File: src/rtl/m_ext_unit.sv
// m_ext_unit: iterative RV32 M-extension multiply/divide/remainder unit, one bit per cycle.
// Optional macro M_EXT_EARLY_OUT_EN short-circuits zero operands, divide-by-zero and signed overflow.
module m_ext_unit (
  input  logic        clk,
  input  logic        rst_n,
  input  logic        start,
  input  logic [1:0]  mulop,
  input  logic        rs1_signed,
  input  logic        rs2_signed,
  input  logic [31:0] a,
  input  logic [31:0] b,
  input  logic        flush,
  output logic        busy,
  output logic        done,
  output logic [31:0] result_lo,
  output logic [31:0] result_hi
);

  typedef enum logic [1:0] {
    S_IDLE = 2'd0,
    S_CALC = 2'd1,
    S_FIX  = 2'd2,
    S_DONE = 2'd3
  } state_e;

  localparam logic [1:0] OP_MUL = 2'd0;
  localparam logic [1:0] OP_DIV = 2'd1;
  localparam logic [1:0] OP_REM = 2'd2;

  function automatic logic [31:0] neg32(input logic [31:0] v);
    return ~v + 32'd1;
  endfunction

  function automatic logic [63:0] neg64(input logic [63:0] v);
    return ~v + 64'd1;
  endfunction

  // control state
  state_e      state_q, state_d;
  logic [4:0]  cnt_q, cnt_d;
  logic [31:0] res_lo_q, res_lo_d;
  logic [31:0] res_hi_q, res_hi_d;

  // latched operation and iteration datapath
  logic [1:0]  op_q, op_d;
  logic        sgn_a_q, sgn_a_d;
  logic        sgn_b_q, sgn_b_d;
  logic [31:0] a_q, a_d;
  logic        b_zero_q, b_zero_d;
  logic [63:0] acc_q, acc_d;
  logic [31:0] opnd_q, opnd_d;
  logic        early_q, early_d;
  logic [31:0] early_lo_q, early_lo_d;
  logic [31:0] early_hi_q, early_hi_d;

  logic        accept;
  logic        in_div;
  logic        in_sgn_a, in_sgn_b;
  logic [31:0] in_mag_a, in_mag_b;
  logic        early_hit;
  logic [31:0] early_lo, early_hi;

  logic [32:0] mul_sum;
  logic [63:0] mul_next;
  logic [32:0] div_tmp;
  logic [33:0] div_diff;
  logic        div_ge;
  logic [63:0] div_next;

  logic [63:0] prod;
  logic [31:0] quot, rem;
  logic [31:0] fix_lo, fix_hi;

  // A new request may land in the DONE cycle so back-to-back ops lose no cycle.
  assign accept = start & ~flush & ((state_q == S_IDLE) | (state_q == S_DONE));

  always_comb begin
    in_div   = (mulop == OP_DIV) || (mulop == OP_REM);
    in_sgn_a = 1'b0;
    in_sgn_b = 1'b0;
    if (mulop == OP_MUL) begin
      in_sgn_a = rs1_signed & a[31];
      in_sgn_b = rs2_signed & b[31];
    end else if (in_div) begin
      in_sgn_a = rs1_signed & rs2_signed & a[31];
      in_sgn_b = rs1_signed & rs2_signed & b[31];
    end
    in_mag_a = in_sgn_a ? neg32(a) : a;
    in_mag_b = in_sgn_b ? neg32(b) : b;
  end

`ifdef M_EXT_EARLY_OUT_EN
  logic        in_ovf;
  logic [31:0] early_quot, early_rem;

  always_comb begin
    in_ovf     = in_div & rs1_signed & rs2_signed &
                 (a == 32'h8000_0000) & (b == 32'hFFFF_FFFF);
    early_hit  = (mulop != 2'd3) & ((a == 32'd0) | (b == 32'd0) | in_ovf);
    early_quot = 32'd0;
    early_rem  = 32'd0;
    if (b == 32'd0) begin
      early_quot = 32'hFFFF_FFFF;
      early_rem  = a;
    end else if (in_ovf) begin
      early_quot = 32'h8000_0000;
    end
    early_lo = (mulop == OP_REM) ? early_rem  : early_quot;
    early_hi = (mulop == OP_REM) ? early_quot : early_rem;
    if (mulop == OP_MUL) begin
      early_lo = 32'd0;
      early_hi = 32'd0;
    end
  end
`else
  always_comb begin
    early_hit = 1'b0;
    early_lo  = 32'd0;
    early_hi  = 32'd0;
  end
`endif

  // Shift-add multiply: multiplier sits in acc[31:0] and is consumed from the bottom.
  // Restoring divide: remainder in acc[63:32], quotient bits shift into acc[31:0].
  always_comb begin
    mul_sum  = {1'b0, acc_q[63:32]} + {1'b0, opnd_q & {32{acc_q[0]}}};
    mul_next = {mul_sum, acc_q[31:1]};
    div_tmp  = {acc_q[63:32], acc_q[31]};
    div_diff = {1'b0, div_tmp} - {2'b00, opnd_q};
    // Bit 32 of a non-negative difference is always clear, so folding it in changes nothing.
    div_ge   = ~(div_diff[33] | div_diff[32]);
    div_next = div_ge ? {div_diff[31:0], acc_q[30:0], 1'b1}
                      : {div_tmp[31:0],  acc_q[30:0], 1'b0};
  end

  always_comb begin
    op_d       = op_q;
    sgn_a_d    = sgn_a_q;
    sgn_b_d    = sgn_b_q;
    a_d        = a_q;
    b_zero_d   = b_zero_q;
    acc_d      = acc_q;
    opnd_d     = opnd_q;
    early_d    = early_q;
    early_lo_d = early_lo_q;
    early_hi_d = early_hi_q;
    if (accept) begin
      op_d       = mulop;
      sgn_a_d    = in_sgn_a;
      sgn_b_d    = in_sgn_b;
      a_d        = a;
      b_zero_d   = (b == 32'd0);
      early_d    = early_hit;
      early_lo_d = early_lo;
      early_hi_d = early_hi;
      if (mulop == OP_MUL) begin
        acc_d  = {32'd0, in_mag_b};
        opnd_d = in_mag_a;
      end else begin
        acc_d  = {32'd0, in_mag_a};
        opnd_d = in_mag_b;
      end
    end else if (state_q == S_CALC) begin
      acc_d = (op_q == OP_MUL) ? mul_next : div_next;
    end
  end

  // Sign correction on magnitudes; divide-by-zero must bypass it to return all-ones / dividend.
  always_comb begin
    prod = (sgn_a_q ^ sgn_b_q) ? neg64(acc_q) : acc_q;
    quot = (sgn_a_q ^ sgn_b_q) ? neg32(acc_q[31:0]) : acc_q[31:0];
    rem  = sgn_a_q ? neg32(acc_q[63:32]) : acc_q[63:32];
    if (b_zero_q) begin
      quot = 32'hFFFF_FFFF;
      rem  = a_q;
    end
    fix_lo = 32'd0;
    fix_hi = 32'd0;
    if (early_q) begin
      fix_lo = early_lo_q;
      fix_hi = early_hi_q;
    end else begin
      case (op_q)
        OP_MUL: begin
          fix_lo = prod[31:0];
          fix_hi = prod[63:32];
        end
        OP_DIV: begin
          fix_lo = quot;
          fix_hi = rem;
        end
        OP_REM: begin
          fix_lo = rem;
          fix_hi = quot;
        end
        default: begin
          fix_lo = 32'd0;
          fix_hi = 32'd0;
        end
      endcase
    end
  end

  always_comb begin
    state_d  = state_q;
    cnt_d    = cnt_q;
    res_lo_d = res_lo_q;
    res_hi_d = res_hi_q;
    case (state_q)
      S_IDLE, S_DONE: begin
        state_d = S_IDLE;
        if (accept) begin
          state_d = early_hit ? S_FIX : S_CALC;
          cnt_d   = 5'd0;
        end
      end
      S_CALC: begin
        if (flush) begin
          state_d = S_IDLE;
        end else begin
          cnt_d = cnt_q + 5'd1;
          if (cnt_q == 5'd31) state_d = S_FIX;
        end
      end
      S_FIX: begin
        if (flush) begin
          state_d = S_IDLE;
        end else begin
          state_d  = S_DONE;
          res_lo_d = fix_lo;
          res_hi_d = fix_hi;
        end
      end
      default: state_d = S_IDLE;
    endcase
  end

  always_ff @(posedge clk or negedge rst_n) begin
    if (!rst_n) begin
      state_q  <= S_IDLE;
      cnt_q    <= 5'd0;
      res_lo_q <= 32'd0;
      res_hi_q <= 32'd0;
    end else begin
      state_q  <= state_d;
      cnt_q    <= cnt_d;
      res_lo_q <= res_lo_d;
      res_hi_q <= res_hi_d;
    end
  end

  always_ff @(posedge clk) begin
    op_q       <= op_d;
    sgn_a_q    <= sgn_a_d;
    sgn_b_q    <= sgn_b_d;
    a_q        <= a_d;
    b_zero_q   <= b_zero_d;
    acc_q      <= acc_d;
    opnd_q     <= opnd_d;
    early_q    <= early_d;
    early_lo_q <= early_lo_d;
    early_hi_q <= early_hi_d;
  end

  assign busy      = (state_q == S_CALC) || (state_q == S_FIX);
  assign done      = (state_q == S_DONE);
  assign result_lo = res_lo_q;
  assign result_hi = res_hi_q;

endmodule

File: config.mk
export PLATFORM = sky130hd
export DESIGN_NAME = m_ext_unit
export DESIGN_NICKNAME = d
export VERILOG_FILES = /design/src/rtl/m_ext_unit.sv
export SDC_FILE = /design/constraint.sdc
export NUM_CORES = 1
export LEC_CHECK = 0
export ABC_AREA = 1
export CORE_MARGIN = 3
export CORE_UTILIZATION = 38
export CTS_BUF_LIST = sky130_fd_sc_hd__clkbuf_2 sky130_fd_sc_hd__clkbuf_4 sky130_fd_sc_hd__clkbuf_8
export DETAILED_ROUTE_END_ITERATION = 6
export DONT_BUFFER_PORTS = 1
export GPL_ROUTABILITY_DRIVEN = 0
export SYNTH_ARGS = -nofsm -noshare
export SYNTH_HDL_FRONTEND = slang
export SYNTH_SLANG_ARGS = --single-unit
File: constraint.sdc
create_clock -name clk -period 4.5 [get_ports clk]
set_input_delay 0.9 -clock clk [delete_from_list [all_inputs] [get_ports clk]]
set_output_delay 0.9 -clock clk [all_outputs]
set_load 0.05 [all_outputs]
==> flow_summary.toml, run 1 <==
[cells_and_area]
stdcell_area_sq_um = 21400
area_growth_pct = 7.12
final_layout_size_suffix_gt1_frac = 0.0689
post-route-util = 0.414
diodes = 0
finalNetCount = 3286

[yosys]
async_flop_share = 0.348
synth-edff-count = 133
syn_inst = 3182
synth.avg_cell_area_sq_um = 6.29
syn_nets = 3330
netlist_area_sq_um = 20000
synthFlopType = "edfxtp_1"
ys_seq_elements = 204
yosysWarnings = 0
yosysUniqueCellTypes = 53
yosysSeqAreaShare = 0.288

[power_and_ir_drop]
p_leak_nw = 10.2
pwr-share-comb = 0.398
p_int_mw = 4.56
power_frac_clock = 0.218
seq_power_share = 0.384
p_switching_mw = 4.33
swShare = 0.487
power.ir.vdd_worst_mv = 0.198
p_per_area_nw_per_um2 = 415

[timing]
setup_viol = 0
rsz0062_at_grt = "false"
hold_viol = 0
drv_slew = 0
min_period_ps = 3330
slew_headroom = 0.339
min_period_over_period = 0.741
finalClockSkew_ps = 47.3
timing.final.ws_setup_ps = 1170
tightest_slew_ps = 992
timing.fmax_mhz = 300
setup_tns_ps = 0

[run]
cap_violations = 0

[clock_tree]
tritoncts = "yes"
clock_latency_ps = 620
path_clk_slew_ps = 70
cts_buffers = 38
cts_root_buf = "clkbuf_8"
cts.sinks = 204
htreeDepth = 2
cts_buffer_depth = 3

[global_route]
grt_pass1_wl_mm = 120
grt_usage = 0.279
antenna_found_initial = 5
grt_pass1_vias = 19778
grt_max_degree = 93
grt_overflow = 0

[die]
coreArea_sq_um = 51700
rows = 83
design.die.area_sq_um = 55400
die_h_um = 235
dieWidth_um = 235
pin_count = 138
initial_core_util = 0.387

[run_status]
outcome = "completed"

[setup_path]
critical_path_required_ps = 4820
worstPathMaxFanout = 32
cp-end-kind = "flip-flop"
crit_slowest_cell = "edfxtp_1"
cp_cell_sequence = "inv_1 -> ha_1 -> inv_1 -> fa_1 -> nand2_1 -> nand2_1 -> nand3_1 -> nand2_2 -> nand2_2 -> nand2_4 -> nand2_4 -> nand2_4 -> nand2_4 -> nand3_4 -> nand3_1 -> nand2_1 -> nor2_1 -> nor2_1"
r2r_cells = 18
max_stage_delay_ps = 540
crit_top_cell = "nand2_4"
path_class = "flip-flop to flip-flop"
crit_arrival_ps = 3660
worstSetupStartpointType = "flip-flop"

[drt]
drt-wirelength-per-cell_um = 20.8
drt-pass1-iter-count = 6
drt_iter0_markers = 2872
vias_per_cell = 5.64
drt-total-wl_mm = 80.1
dr_total_vias = 21674
drcViolationCount = 0
antenna_left = 0

[place]
place_ws_ps = 1190
port_buffers = 0
hpwl_mm = 63.5
placed_cell_area_sq_um = 20600

[hold_path]
hp-class = "input pin to asynchronous set/reset pin"
critical path: cells and delay by family, from the launching register on:
kind / cells / cell delay (ps)
simple gates: 14 / 1570
buf+inv: 2 / 290
fa+ha+maj: 2 / 610
flops: 1 / 540
per-stage QoR:
stage | cells | power (mW) | hold WS, ps
after floorplan | 3182 | 5.81 | 456
after global placement | 3777 | 6.86 | 480
after detailed placement | 3777 | 6.87 | 483
after CTS | 3845 | 8.84 | 152
after global routing | 3845 | 9.43 | 184
final | 3845 | 8.89 | 177
registers in the layout (all words and copies together) (netlist names):
| register | flops |
|---|---|
| result_hi | 32 |
| state_q | 2 |
| sgn_b_q | 1 |
| opnd_q | 32 |
| sgn_a_q | 1 |
| op_q | 2 |
| result_lo | 32 |
| a_q | 32 |
| acc_q | 64 |
| cnt_q | 5 |
| b_zero_q | 1 |
cells in the mapped netlist (4+ instances only):
library cell / instances / area, sq um
xor2_1: 74 / 648
nand2_2: 17 / 106
a21oi_2: 5 / 43.8
clkbuf_1: 69 / 259
nand3b_1: 18 / 135
o211ai_1: 23 / 173
nand2_4: 6 / 67.6
a21oi_1: 160 / 801
buf_2: 18 / 90.1
a31oi_1: 19 / 119
nor3_2: 6 / 60.1
inv_2: 12 / 45.0
o21a_1: 6 / 45.0
xnor2_1: 19 / 166
ha_1: 74 / 926
dfrtp_1: 71 / 1780
o21bai_1: 8 / 60.1
o21ai_1: 19 / 95.1
inv_1: 336 / 1260
edfxtp_1: 133 / 3990
o21ai_0: 191 / 956
or2_2: 23 / 144
buf_6: 4 / 45.0
nor2_1: 337 / 1260
nor2_2: 24 / 150
nand3_1: 354 / 1770
nand4_1: 32 / 200
a21o_1: 8 / 60.1
buf_1: 18 / 67.6
nand2_1: 1010 / 3790
nand3_2: 14 / 140
nor4_1: 8 / 50.1
nor3_1: 35 / 175
routing by layer:
layer  GRT usage  up-vias  wire [um]
li1            -    10323          -
met1       0.385     9891      33200
met2       0.414     1231      33700
met3      0.0687      223       9500
met4       0.119        6       3700
met5           0        -         48
final cells by class:
class | instances | area, sq um
clock buffers | 51 | 639
clock inverters | 16 | 154
fillers | 5625 | 30300
inverters | 349 | 1320
multi-input cells | 2517 | 12500
flip-flops and latches | 204 | 5770
well taps | 680 | 851
repair buffers | 28 | 243
logic make-up after synthesis:
kind of cell    share of synthesized area
simple gates                        0.411
buf+inv                            0.0903
xor+xnor                           0.0407
fa+ha+maj                          0.0483
compound gates                      0.121
flops                               0.288
power by group through the flow:
stage	registers, mW	logic [mW]	clock network, mW
floorplan	3.17	2.64	0
global placement	3.44	3.42	0
detailed placement	3.44	3.43	0
CTS	3.40	3.47	1.97
global route	3.43	3.94	2.06
finish	3.41	3.54	1.94
layout by cell type, fill, tap and decap left out, drive strengths merged, types with 2 or more instances in the layout:
cell | netlist | routed
a21o | 8 | 8
a21oi | 166 | 166
a31oi | 19 | 19
buf | 43 | 28
bufinv | 0 | 2
clkbuf | 69 | 51
clkinv | 1 | 12
clkinvlp | 0 | 2
dfrtp | 71 | 71
edfxtp | 133 | 133
fa | 2 | 2
ha | 74 | 74
inv | 348 | 349
nand2 | 1033 | 1033
nand3 | 370 | 370
nand3b | 18 | 18
nand4 | 33 | 33
nor2 | 365 | 365
nor3 | 41 | 41
nor4 | 8 | 8
o211ai | 23 | 23
o21a | 6 | 6
o21ai | 211 | 211
o21bai | 8 | 8
o22ai | 3 | 3
or2 | 29 | 29
xnor2 | 19 | 19
xor2 | 74 | 74
final timing paths:
kind                           start            end  slack [ps]
min in group clk               a[30]        a_q[30]         370
hold / removal                 rst_n  result_lo[19]         180
hold reg to reg             cnt_q[4]       cnt_q[4]         490
setup / recovery           acc_q[31]      acc_q[36]        1170
max in group asynchronous      rst_n   result_hi[7]        4020
setup reg to reg           acc_q[31]      acc_q[36]        1170
what timing repair did:
item	4_1_cts	5_1_grt
endpoints found under the hold margin	71	0
hold buffers	1	0
gates resized for setup	0	0
buffers inserted	0	0
(Power assumes the default switching activity.)
==> inputs of run 2 (changes only) <==
clock period = 3 ns   (was 4.5 ns; I/O delays follow)
==> run 2 against run 1 <==
Effect of this change: the flow now finishes with violations (design-rule violations); power rose by 55%; fmax rose by 16%; combinational power rose by 69%; largest power group unchanged.
==> flow_summary.toml, run 2 (same netlist as run 1, synthesis figures left out) <==
[run]
cap_violations = 0

[die]
pin_count = 138
initial_core_util = 0.387
die_h_um = 235
coreArea_sq_um = 51700
dieWidth_um = 235
design.die.area_sq_um = 55400
rows = 83

[cells_and_area]
finalNetCount = 3366
area_growth_pct = 10.7
largest_register_ffs = 64
final_layout_size_suffix_gt1_frac = 0.0925
fin_cells = 3924
layout_common_cells = "1008 x nand2_1, 353 x nand3_1, 334 x inv_1"
mostFrequentLayoutCell = "nand2_1"
fill_cells = 5612
regMostFlops = "acc_q"

[clock_tree]
clock_latency_ps = 620
cts_root_buf = "clkbuf_8"
cts_buffers = 37
cts.sinks = 204
htreeDepth = 2
path_clk_slew_ps = 60
cts_buffer_depth = 3
tritoncts = "yes"

[setup_path]
worstPathMaxFanout = 5
critical_path_required_ps = 3460
worstSetupStartpointType = "flip-flop"
rr_endpoint = "result_lo[31]"
rr_startpoint = "acc_q[0]"
cp-end-kind = "flip-flop"
crit_arrival_ps = 3330
regToRegSetupSlack_ps = 130
r2r_cells = 13
path_class = "flip-flop to flip-flop"

[drt]
drt-total-wl_mm = 80.9
drcViolationCount = 10
dr_total_vias = 21775
antenna_left = 0
drt-pass1-iter-count = 7
drt-wirelength-per-cell_um = 20.6
vias_per_cell = 5.55
drt_iter0_markers = 2665

[hold_path]
min_from = "a[25]"
min_path_cells = 0
hp-class = "input pin to flip-flop"
hold_end = "a_q[25]"

[place]
port_buffers = 0
hpwl_mm = 64.8
placed_cells = 3854

[timing]
holdWs_ps = 110
hold_viol = 0
setup_tns_ps = 0
finalClockSkew_ps = 42.1
timing.fmax_mhz = 348
drv_slew = 0
setup_viol = 0
min_period_over_period = 0.958
rsz0062_at_grt = "false"
min_period_ps = 2870
tightest_slew_ps = 1090
slew_headroom = 0.270

[global_route]
grt_overflow = 0
grt_pass1_wl_mm = 120
grt_usage = 0.281
antenna_found_initial = 4
grt_max_degree = 76
grt_pass1_vias = 20097

[run_status]
outcome = "finished with violations"
violations = "design-rule violations"

[power_and_ir_drop]
p_per_area_nw_per_um2 = 623
p_int_mw = 7.26
power.ir.vdd_worst_mv = 0.286
finalPower_mw = 13.8
swShare = 0.474
p_leak_nw = 10.7
power_frac_clock = 0.220
p_switching_mw = 6.54
pwr-share-comb = 0.433
seq_power_share = 0.346
-- run 2: cell types whose count changed in the layout (fill, tap and decap cells not counted), moves of 2 or more --
cell       change
clkinv_2       -4
nor2_2         +2
nor2_1         -2
bufinv_16      +2
buf_4         +76
buf_12         +4
-- run 2: timing repair --
action                     4_1_cts  5_1_grt
hold buffers                     2        0
resized for setup                0        5
hold endpoints to repair        71        0
buffers inserted                 0        3
setup endpoints to repair        0       25
-- run 2: through the flow --
step,worst slack [ps],util,instance area [sq um]
final,126,0.428,22100
after global routing,2.16,0.428,22100
after CTS,157,0.427,22100
after detailed placement,-99.8,0.411,21200
after global placement,-86.4,0.411,21200
after floorplan,281,-,20000
-- run 2: worst max-delay path by stage --
stage | start | cells past startpoint | slack [ps] | to
3_5_place_dp | mulop[0] | 12 | -100 | opnd_q[29]
5_1_grt | acc_q[0] | 17 | 2 | acc_q[62]
6_report | acc_q[0] | 13 | 130 | result_lo[31]
3_3_place_gp | mulop[0] | 12 | -90 | opnd_q[29]
4_1_cts | acc_q[31] | 19 | 160 | acc_q[38]
2_1_floorplan | flush | 5 | 280 | a_q[0]
-- run 2: layout make-up --
class / instances / area [sq um] / share of cell area
clock buffer: 50 / 632 / 0.0285
multi-input combinational: 2517 / 12500 / 0.564
timing repair buffer: 109 / 903 / 0.0408
tap: 680 / 851 / 0.0384
sequential: 204 / 5770 / 0.261
antenna: 1 / 2.50 / 0.000113
clock inverter: 14 / 186 / 0.00842
inverter: 349 / 1320 / 0.0594
-- run 2: power groups by stage --
stage	sequential [mW]	clock (mW)	combinational, mW
floorplan	4.75	0	3.96
global placement	4.83	0	5.77
detailed placement	4.83	0	5.77
CTS	4.78	3.08	5.83
global route	4.82	3.23	6.59
finish	4.78	3.04	5.98
-- run 2: routing by layer --
metal	GRT usage	routed length, um
met1	0.363	32300
met2	0.425	34400
met3	0.0991	9870
met4	0.122	4220
met5	0	12
-- run 2: critical path, cell delays in order (launching register included) --
cell,delay (ps)
edfxtp_1,480
buf_4,210
inv_2,100
nand4_1,120
nor2_1,200
nand2_1,220
nor2_1,280
nor2_1,130
nand2_1,280
nand3_1,180
nand2_1,90
nand2_1,50
o21ai_0,290
nand2_1,90
